$ cat src/rtl/fetch_pkg.sv
// fetch_pkg: shared branch-op and FSM state types for the fetch unit
package fetch_pkg;
   typedef enum logic [2:0] {NONE, JMP_ABS, JMP_REL, CALL, RET, HALT} br_op_t;
   typedef enum logic [1:0] {IDLE, RUN, HALTED} fetch_state_t;
endpackage

$ cat src/rtl/fetch_if.sv
// fetch_if: control-unit / fetch-unit bundle; master drives requests, slave returns fetch state
interface fetch_if
   import fetch_pkg::*;
#(
   parameter int PC_W = 10,
   parameter int LUT_PTR_W = 4,
   parameter int OFF_W = 6
);
   logic start;
   logic stall;
   br_op_t br_op;
   logic br_taken;
   logic [LUT_PTR_W-1:0] lut_ptr;
   logic [OFF_W-1:0] rel_off;
   logic lut_wr_en;
   logic [LUT_PTR_W-1:0] lut_wr_addr;
   logic [PC_W-1:0] lut_wr_data;
   logic [PC_W-1:0] prog_ctr;
   logic fetch_valid;
   logic done;
   logic ras_err;
   modport master (
      output start, stall, br_op, br_taken, lut_ptr, rel_off, lut_wr_en, lut_wr_addr, lut_wr_data,
      input prog_ctr, fetch_valid, done, ras_err
   );
   modport slave (
      input start, stall, br_op, br_taken, lut_ptr, rel_off, lut_wr_en, lut_wr_addr, lut_wr_data,
      output prog_ctr, fetch_valid, done, ras_err
   );
endinterface

$ cat src/rtl/ret_stack.sv
// ret_stack: return-address LIFO; callers guarantee push and pop are never both high
module ret_stack #(
   parameter int DEPTH = 4,
   parameter int W = 10
) (
   input logic clk,
   input logic reset,
   input logic push,
   input logic pop,
   input logic clear,
   input logic [W-1:0] din,
   output logic [W-1:0] dout,
   output logic full,
   output logic empty
);
   localparam int CW = $clog2(DEPTH + 1);
   localparam int AW = DEPTH > 1 ? $clog2(DEPTH) : 1;
   logic [W-1:0] mem [DEPTH];
   logic [CW-1:0] cnt;
   assign full = cnt == CW'(DEPTH);
   assign empty = cnt == '0;
   assign dout = mem[AW'(cnt - 1'b1)];
   always_ff @(posedge clk or posedge reset)
      if (reset) cnt <= '0;
      else cnt <= clear ? '0 : (push && !full) ? cnt + 1'b1 : (pop && !empty) ? cnt - 1'b1 : cnt;
   // Storage needs no reset: only entries below cnt are ever read
   always_ff @(posedge clk)
      if (push && !full && !clear) mem[AW'(cnt)] <= din;
endmodule

$ cat src/rtl/fetch_unit.sv
// fetch_unit: program counter with writable jump LUT, return stack and start/done handshake
module fetch_unit
   import fetch_pkg::*;
#(
   parameter int PC_W = 10,
   parameter int LUT_PTR_W = 4,
   parameter int OFF_W = 6,
   parameter int RAS_DEPTH = 4,
   parameter logic [PC_W-1:0] RESET_VEC = '0,
   parameter logic [PC_W-1:0] LAST_ADDR = '1
) (
   input logic clk,
   input logic reset,
   fetch_if.slave bus
);
   fetch_state_t state, state_nx;
   logic [PC_W-1:0] lut [2**LUT_PTR_W];
   logic [PC_W-1:0] pc_nx, pc_inc, lut_rd, ras_dout;
   logic push, pop, full, empty, err_set, seq_adv;
   assign pc_inc = bus.prog_ctr + 1'b1;
   assign lut_rd = lut[bus.lut_ptr];
   // Only a plain advance (NONE or a not-taken conditional jump) can run off the end
   assign seq_adv = (bus.br_op == JMP_ABS || bus.br_op == JMP_REL) ? !bus.br_taken
                                                                  : !(bus.br_op inside {CALL, RET, HALT});
   always_comb begin
      state_nx = state;
      pc_nx = bus.prog_ctr;
      push = 1'b0;
      pop = 1'b0;
      err_set = 1'b0;
      if (bus.start) begin
         state_nx = RUN;
         pc_nx = RESET_VEC;
      end else if (state == RUN && !bus.stall) begin
         case (bus.br_op)
            JMP_ABS: pc_nx = bus.br_taken ? lut_rd : pc_inc;
            JMP_REL: pc_nx = bus.br_taken ? bus.prog_ctr + PC_W'($signed(bus.rel_off)) : pc_inc;
            CALL: begin
               pc_nx = lut_rd;
               push = !full;
               err_set = full;
            end
            RET: begin
               pc_nx = empty ? pc_inc : ras_dout;
               pop = !empty;
               err_set = empty;
            end
            HALT: state_nx = HALTED;
            default: pc_nx = pc_inc;
         endcase
         if (seq_adv && bus.prog_ctr == LAST_ADDR) begin
            state_nx = HALTED;
            pc_nx = bus.prog_ctr;
         end
      end
   end
   always_ff @(posedge clk or posedge reset)
      if (reset) begin
         state <= IDLE;
         bus.prog_ctr <= '0;
         bus.fetch_valid <= 1'b0;
         bus.done <= 1'b0;
         bus.ras_err <= 1'b0;
      end else begin
         state <= state_nx;
         bus.prog_ctr <= pc_nx;
         bus.fetch_valid <= state_nx == RUN;
         bus.done <= state_nx == HALTED;
         bus.ras_err <= !bus.start && (bus.ras_err || err_set);
      end
   always_ff @(posedge clk or posedge reset)
      if (reset) for (int i = 0; i < 2**LUT_PTR_W; i++) lut[i] <= '0;
      else if (bus.lut_wr_en) lut[bus.lut_wr_addr] <= bus.lut_wr_data;
   ret_stack #(.DEPTH(RAS_DEPTH), .W(PC_W)) u_ras (
      .clk(clk),
      .reset(reset),
      .push(push),
      .pop(pop),
      .clear(bus.start),
      .din(pc_inc),
      .dout(ras_dout),
      .full(full),
      .empty(empty)
   );
endmodule

$ cat src/flat_wrapper.sv
// flat-port wrapper written by rule: the top's interface ports become plain ports
module fetch_unit_flat import fetch_pkg::*;
#(
   parameter int PC_W = 10,
   parameter int LUT_PTR_W = 4,
   parameter int OFF_W = 6,
   parameter int RAS_DEPTH = 4,
   parameter logic [PC_W-1:0] RESET_VEC = '0,
   parameter logic [PC_W-1:0] LAST_ADDR = '1
)
  (clk, reset, bus_start, bus_stall, bus_br_op, bus_br_taken, bus_lut_ptr, bus_rel_off, bus_lut_wr_en, bus_lut_wr_addr, bus_lut_wr_data, bus_prog_ctr, bus_fetch_valid, bus_done, bus_ras_err);
  fetch_if #(.PC_W(PC_W), .LUT_PTR_W(LUT_PTR_W), .OFF_W(OFF_W)) bus_i ();
  input logic clk;
  input logic reset;
  input wire logic [$bits(bus_i.start)-1:0] bus_start;
  input wire logic [$bits(bus_i.stall)-1:0] bus_stall;
  input wire logic [$bits(bus_i.br_op)-1:0] bus_br_op;
  input wire logic [$bits(bus_i.br_taken)-1:0] bus_br_taken;
  input wire logic [$bits(bus_i.lut_ptr)-1:0] bus_lut_ptr;
  input wire logic [$bits(bus_i.rel_off)-1:0] bus_rel_off;
  input wire logic [$bits(bus_i.lut_wr_en)-1:0] bus_lut_wr_en;
  input wire logic [$bits(bus_i.lut_wr_addr)-1:0] bus_lut_wr_addr;
  input wire logic [$bits(bus_i.lut_wr_data)-1:0] bus_lut_wr_data;
  output wire logic [$bits(bus_i.prog_ctr)-1:0] bus_prog_ctr;
  output wire logic [$bits(bus_i.fetch_valid)-1:0] bus_fetch_valid;
  output wire logic [$bits(bus_i.done)-1:0] bus_done;
  output wire logic [$bits(bus_i.ras_err)-1:0] bus_ras_err;
  assign bus_i.start = bus_start;
  assign bus_i.stall = bus_stall;
  assign bus_i.br_op = bus_br_op;
  assign bus_i.br_taken = bus_br_taken;
  assign bus_i.lut_ptr = bus_lut_ptr;
  assign bus_i.rel_off = bus_rel_off;
  assign bus_i.lut_wr_en = bus_lut_wr_en;
  assign bus_i.lut_wr_addr = bus_lut_wr_addr;
  assign bus_i.lut_wr_data = bus_lut_wr_data;
  assign bus_prog_ctr = bus_i.prog_ctr;
  assign bus_fetch_valid = bus_i.fetch_valid;
  assign bus_done = bus_i.done;
  assign bus_ras_err = bus_i.ras_err;
  fetch_unit #(.PC_W(PC_W), .LUT_PTR_W(LUT_PTR_W), .OFF_W(OFF_W), .RAS_DEPTH(RAS_DEPTH), .RESET_VEC(RESET_VEC), .LAST_ADDR(LAST_ADDR)) u_core (.clk(clk), .reset(reset), .bus(bus_i));
endmodule
$ cat config.mk
export PLATFORM = sky130hd
export DESIGN_NAME = fetch_unit_flat
export DESIGN_NICKNAME = d
export VERILOG_FILES = /design/src/rtl/fetch_pkg.sv /design/src/rtl/fetch_if.sv /design/src/rtl/ret_stack.sv /design/src/rtl/fetch_unit.sv /design/src/flat_wrapper.sv
export SDC_FILE = /design/constraint.sdc
export NUM_CORES = 1
export LEC_CHECK = 0
export ABC_AREA = 1
export CORE_MARGIN = 4
export CORE_UTILIZATION = 23
export CTS_BUF_LIST = sky130_fd_sc_hd__clkbuf_8
export DETAILED_ROUTE_END_ITERATION = 10
export PLACE_DENSITY = 0.49
export SKIP_LAST_GASP = 1
export SLEW_MARGIN = 20
export SYNTH_ARGS = -nofsm -noshare
export SYNTH_HDL_FRONTEND = slang
export SYNTH_SLANG_ARGS = --single-unit
$ cat constraint.sdc
create_clock -name clk -period 12.45 [get_ports clk]
set_input_delay 2.49 -clock clk [delete_from_list [all_inputs] [get_ports clk]]
set_output_delay 2.49 -clock clk [all_outputs]
set_load 0.01 [all_outputs]
==> metrics.yaml, run 1 <==
die_y_microns: 224
finalHoldViolations: 0
yosysMostFrequentCell: "nand2_1"
min_path_cells: 2
yosysSeqAreaShare_pct: 52.6
drv_cap: 0
rsz0062_at_grt: "false"
dp_hpwl_microns: 20200
fp.dieW_microns: 224
final_cells: 1969
ant_nets: 0
portBuffers: 45
cts_tree: "done"
syn_inst: 1328
seq_power_share_pct: 48.6
holdWs_ps: 479
fin_total_pwr_uw: 1860
syn-num-nets: 1377
avgSynthCellArea_sq_um: 8.09
critPathRequiredTime_ps: 12940
row_count: 78
worst_setup_path_start_kind: "input port"
totalWireLength_microns: 31500
antenna_found_initial: 0
final-setup-viol-count: 0
dpl.cell_count: 1899
worst_clock_skew_ps: 26.5
ys_async_sr_fraction_pct: 81.7
synth.area.mux_share_pct: 0
routedWlPerCell_microns: 16.0
crit_type: "in -> reg"
ff_latch_area_sq_mm: 0.00566
synth_top_family_by_area: "simple AND/OR/NAND/NOR gates"
yosysTopAreaCell: "dfrtp_1"
synth_edf_count: 40
yosys_warnings: 0
min_period_ps: 4450
yosysTopAreaCellShare_pct: 41.4
synth_area_leaders: "dfrtp_1 (41%), nand2_1 (14%), edfxtp_1 (11%)"
rrSetupSlack_ps: 8960
outcome: "finished clean"
switchingPower_uw: 558
crit_path_end_kind: "flop"
leakage_uw: 0.00562
core_sq_mm: 0.0458
grt_max_degree: 122
r2r-end: "u_core.u_ras.mem[1][0]"
dieArea_sq_mm: 0.0502
synth_xor_area_share_pct: 0.815
slew_violations: 0
synth_simple_gate_area_share_pct: 24.1
grt_pass1_vias: 8760
min_to: "u_core.lut[90]"
numCtsBuffers: 39
p_per_area_mw_per_mm2: 150
diodes: 0
ys_types: 34
drt_iter0_drc: 756
nNetsFinal: 1389
yosys.area_share.adder_pct: 1.93
grt_overflow: 0
cts_max_path_buffers: 3
irDropWorstVdd_mv: 0.0533
dr.pass1.iters: 4
maxSlewHeadroom_pct: 28.4
cts_setup_buffers: 0
cts_resized: 0
ys_seq_elements: 218
clock_sinks: 218
hp-start: "u_core.lut[90]"
clkSlewWorstSetupHoldPaths_ps: 70
syn2layout_area_growth_pct: 15.3
clk_latency_ps: 580
p_int_uw: 1300
root_buffer: "clkbuf_8"
tightest_slew_ps: 1070
io_pins: 46
ff2ff_path_depth: 5
start_util_pct: 23.5
combPwrFrac_pct: 15.6
grtUsageTotal_pct: 12.5
viasPerCell: 4.51
yosys_most_used_dff: "dfrtp_1"
reg2reg_from: "u_core.u_ras.cnt[0]"
cp_max_fo: 44
synth-compound-area-share_pct: 13.9
critical_path_arrival_ps: 4950
drive_above_1_share_pct: 5.33
post-route-period-util_pct: 35.8
cts_htree_levels: 2
power_frac_clock_pct: 35.8
min_path_type: "reg -> reg"
drc: 0
p_sw_share_pct: 30.0
grt_pass1_wl_microns: 50300
multi_input_area_sq_mm: 0.00440
via_count: 8881
ys_top_cells_by_count: "nand2_1 (393), o21ai_0 (217), dfrtp_1 (178)"
synth.cell_area_sq_mm: 0.0107
hold_buffers: 0
gp_congestion: 0.818
fillers: 5022
tns_ps: 0
fmax_ghz: 0.225
## worst max-delay path, stage by stage
cell	delay, ps
clkdlybuf4s50_1	460
buf_4	430
inv_2	500
nor2_1	230
o21ai_0	100
nand3_1	110
nand3_1	140
nand2_1	160
nand2_1	60
nand3b_1	110
nand2_1	60
nand2_1	50
## state kept, by name, summed over array words and instances, names as in the netlist
register and count:
u_core.u_ras.cnt 3, u_core.state 2, u_core.bus.prog_ctr 10, u_core.bus.done 1, u_core.lut 160, u_core.bus.fetch_valid 1
u_core.bus.ras_err 1, u_core.u_ras.mem 40
## power by group through the flow
stage                     Clock (uW)  Combinational, uW  Sequential, uW
after CTS                        687                296             903
after detailed placement           0                295             914
after global routing             726                341             916
after global placement             0                290             914
final                            667                291             904
after floorplan                    0                216             897
## per-stage QoR
step / utilization [%] / cell area (sq um) / setup slack, ps
2_1_floorplan: - / 10700 / 5130
3_3_place_gp: 25.4 / 11600 / 7480
5_1_grt: 27.1 / 12400 / 7760
3_5_place_dp: 25.4 / 11600 / 7420
4_1_cts: 27.1 / 12400 / 7990
6_report: 27.1 / 12400 / 8000
## how the worst max path moves through the flow
stage                        start                      to  slack (ps)  depth (start not counted)
CTS                   bus_br_op[1]  u_core.u_ras.mem[2][2]        7990                          5
finish              bus_lut_ptr[1]  u_core.bus.prog_ctr[0]        8000                         12
detailed placement    bus_br_op[1]  u_core.u_ras.mem[2][1]        7420                          5
global placement      bus_br_op[1]  u_core.u_ras.mem[2][1]        7480                          5
floorplan                    reset         u_core.bus.done        5130                          1
global route        bus_lut_ptr[1]  u_core.bus.prog_ctr[1]        7760                         12
## cells by family (layout without fill, tap and decap cells)
| family | after synthesis | after routing |
|---|---|---|
| xor+xnor | 10 | 10 |
| compound gates | 280 | 280 |
| simple gates | 639 | 639 |
| fa+ha+maj | 16 | 16 |
| buf+inv | 165 | 206 |
| flops | 218 | 218 |
## routing by layer
metal / track usage (%) / share of wire (%) / up-vias
met5: 0 / 0 / -
met4: 2.76 / 1.5 / 0
met3: 2.29 / 4.2 / 40
met2: 20.2 / 46 / 155
met1: 17.5 / 48 / 4297
li1: - / - / 4389
## cell type report
class	count	share of cell area, %
Clock buffer	49	5.44
Sequential cell	218	45.6
Clock inverter	21	0.727
Tap cell	600	6.06
Multi-Input combinational cell	945	35.5
Inverter	85	2.63
Timing Repair Buffer	51	3.98
## cell usage in the layout (no fill, tap or decap), types with 15 or more instances in the layout
cell and count:
a21oi_1 15, nand2_1 393, o21ai_0 217, nor2_1 121, clkdlybuf4s50_1 44, inv_1 92, ha_1 15, nand3_1 102
dfrtp_1 178, clkbuf_8 49, o211ai_1 23, edfxtp_1 40
(Power assumes the default switching activity.)
==> run 2: changes to the inputs <==
--- a/config.mk
+++ b/config.mk
@@ -10,7 +10,7 @@
 export CORE_UTILIZATION = 23
 export CTS_BUF_LIST = sky130_fd_sc_hd__clkbuf_8
 export DETAILED_ROUTE_END_ITERATION = 10
-export PLACE_DENSITY = 0.49
+export PLACE_DENSITY = 0.51
 export SKIP_LAST_GASP = 1
 export SLEW_MARGIN = 20
 export SYNTH_ARGS = -nofsm -noshare
==> constraint.sdc (replaced) <==
create_clock -name clk -period 3.7 [get_ports clk]
set_input_delay 0.74 -clock clk [delete_from_list [all_inputs] [get_ports clk]]
set_output_delay 0.74 -clock clk [all_outputs]
set_load 0.01 [all_outputs]
==> metrics.yaml, run 2 (same netlist as run 1, synthesis figures left out) <==
tightest_slew_ps: 818
finalHoldViolations: 0
start_util_pct: 23.5
cts_htree_levels: 2
min_period_ps: 2440
irDropWorstVdd_mv: 0.184
fmax_ghz: 0.411
final_area_sq_mm: 0.0125
regMostFlops: "u_core.lut"
grt_pass1_wl_microns: 50000
p_per_area_mw_per_mm2: 498
drive_above_1_share_pct: 6.37
grt_pass1_vias: 8779
final_cell_mix: "nand2_1 (393), o21ai_0 (217), dfrtp_1 (178)"
p_int_uw: 4400
tns_ps: 0
p_sw_share_pct: 29.6
dp_hpwl_microns: 20000
drc: 0
cpMaxStageDelayCell: "clkdlybuf4s50_1"
fillers: 4944
drv_cap: 0
leakage_uw: 0.00571
clock_sinks: 218
cts_resized: 0
worst_clock_skew_ps: 11.0
gp_congestion: 0.831
maxSlewHeadroom_pct: 45.1
nNetsFinal: 1403
cp_max_fo: 7
syn2layout_area_growth_pct: 16.8
critPathRequiredTime_ps: 2960
post-route-period-util_pct: 65.8
dr.pass1.iters: 5
hold_buffers: 0
cts_tree: "done"
hp-start: "u_core.lut[144]"
power_frac_clock_pct: 35.3
ant_nets: 0
reg2reg_from: "u_core.u_ras.cnt[0]"
clkSlewWorstSetupHoldPaths_ps: 60
switchingPower_uw: 1850
grtUsageTotal_pct: 12.5
crit_path_end_kind: "output port"
cp.buffers_inverters: 1
cts_max_path_buffers: 3
portBuffers: 45
io_pins: 46
min_path_type: "reg -> reg"
crit_path_max_incr_delay_ps: 620
combPwrFrac_pct: 16.4
root_buffer: "clkbuf_8"
via_count: 9033
routedWlPerCell_microns: 15.9
dieArea_sq_mm: 0.0502
seq_power_share_pct: 48.4
numCtsBuffers: 38
critical_path_arrival_ps: 1700
clk_latency_ps: 540
multi_input_area_sq_mm: 0.00439
cts_setup_buffers: 0
cp-startpoint: "u_core.bus.prog_ctr[3]"
largest_register_ffs: 160
critical_path.top_delay_family: "buffers and inverters"
final-setup-viol-count: 0
row_count: 78
core_sq_mm: 0.0458
crit_type: "reg -> out"
totalWireLength_microns: 31500
antenna_found_initial: 4
die_y_microns: 224
rsz0062_at_grt: "false"
drt_iter0_drc: 660
worst_setup_path_start_kind: "flop"
cp_cell_sequence: "clkdlybuf4s50_1"
top_regs: "u_core.lut (160), u_core.u_ras.mem (40), u_core.bus.prog_ctr (10)"
placed_area_sq_mm: 0.0118
ff_latch_area_sq_mm: 0.00566
slew_violations: 0
grt_overflow: 0
fp.dieW_microns: 224
grt_max_degree: 95
layout_commonest_cell: "nand2_1"
outcome: "finished clean"
viasPerCell: 4.55
==> run 2: final timing paths <==
path,slack (ps),depth (start not counted),endpoint
worst min register to register,480,2,u_core.lut[144]
min in group asynchronous,570,2,u_core.u_ras.cnt[1]
worst max-delay path,1260,1,bus_prog_ctr[3]
max in group asynchronous,2310,3,u_core.lut[47]
worst max register to register,1370,11,u_core.bus.prog_ctr[8]
worst min-delay path,480,2,u_core.lut[144]
==> run 2: per-layer routing <==
layer  vias up  wire (microns)  GRT usage, %
met2       239           14500          20.1
met5         -               0             0
met1      4318           14700          17.2
met4         0             741          4.02
met3        55            1550          2.23
li1       4421               -             -
==> run 2: layout make-up <==
cell class | count | share of cell area [%]
sequential | 218 | 45.1
multi-input combinational | 945 | 35.0
tap | 600 | 5.98
clock buffer | 49 | 5.37
timing repair buffer | 66 | 5.30
inverter | 85 | 2.57
clock inverter | 19 | 0.658
antenna | 2 | 0.0399
==> run 2: stage by stage <==
stage	util, %	hold WS (ps)	cells	worst slack, ps	power [uW]
5_1_grt	27.4	501	1984	1100	6650
6_report	27.4	480	1984	1260	6240
2_1_floorplan	-	446	1328	679	3750
3_3_place_gp	25.8	461	1914	697	4060
4_1_cts	27.4	482	1982	1220	6330
3_5_place_dp	25.8	468	1914	751	4090
==> run 2: power by group through the flow <==
stage	Combinational [uW]	Sequential, uW	Clock [uW]
finish	1020	3020	2200
global route	1190	3070	2400
CTS	1030	3020	2270
detailed placement	1030	3060	0
global placement	1010	3050	0
floorplan	728	3020	0
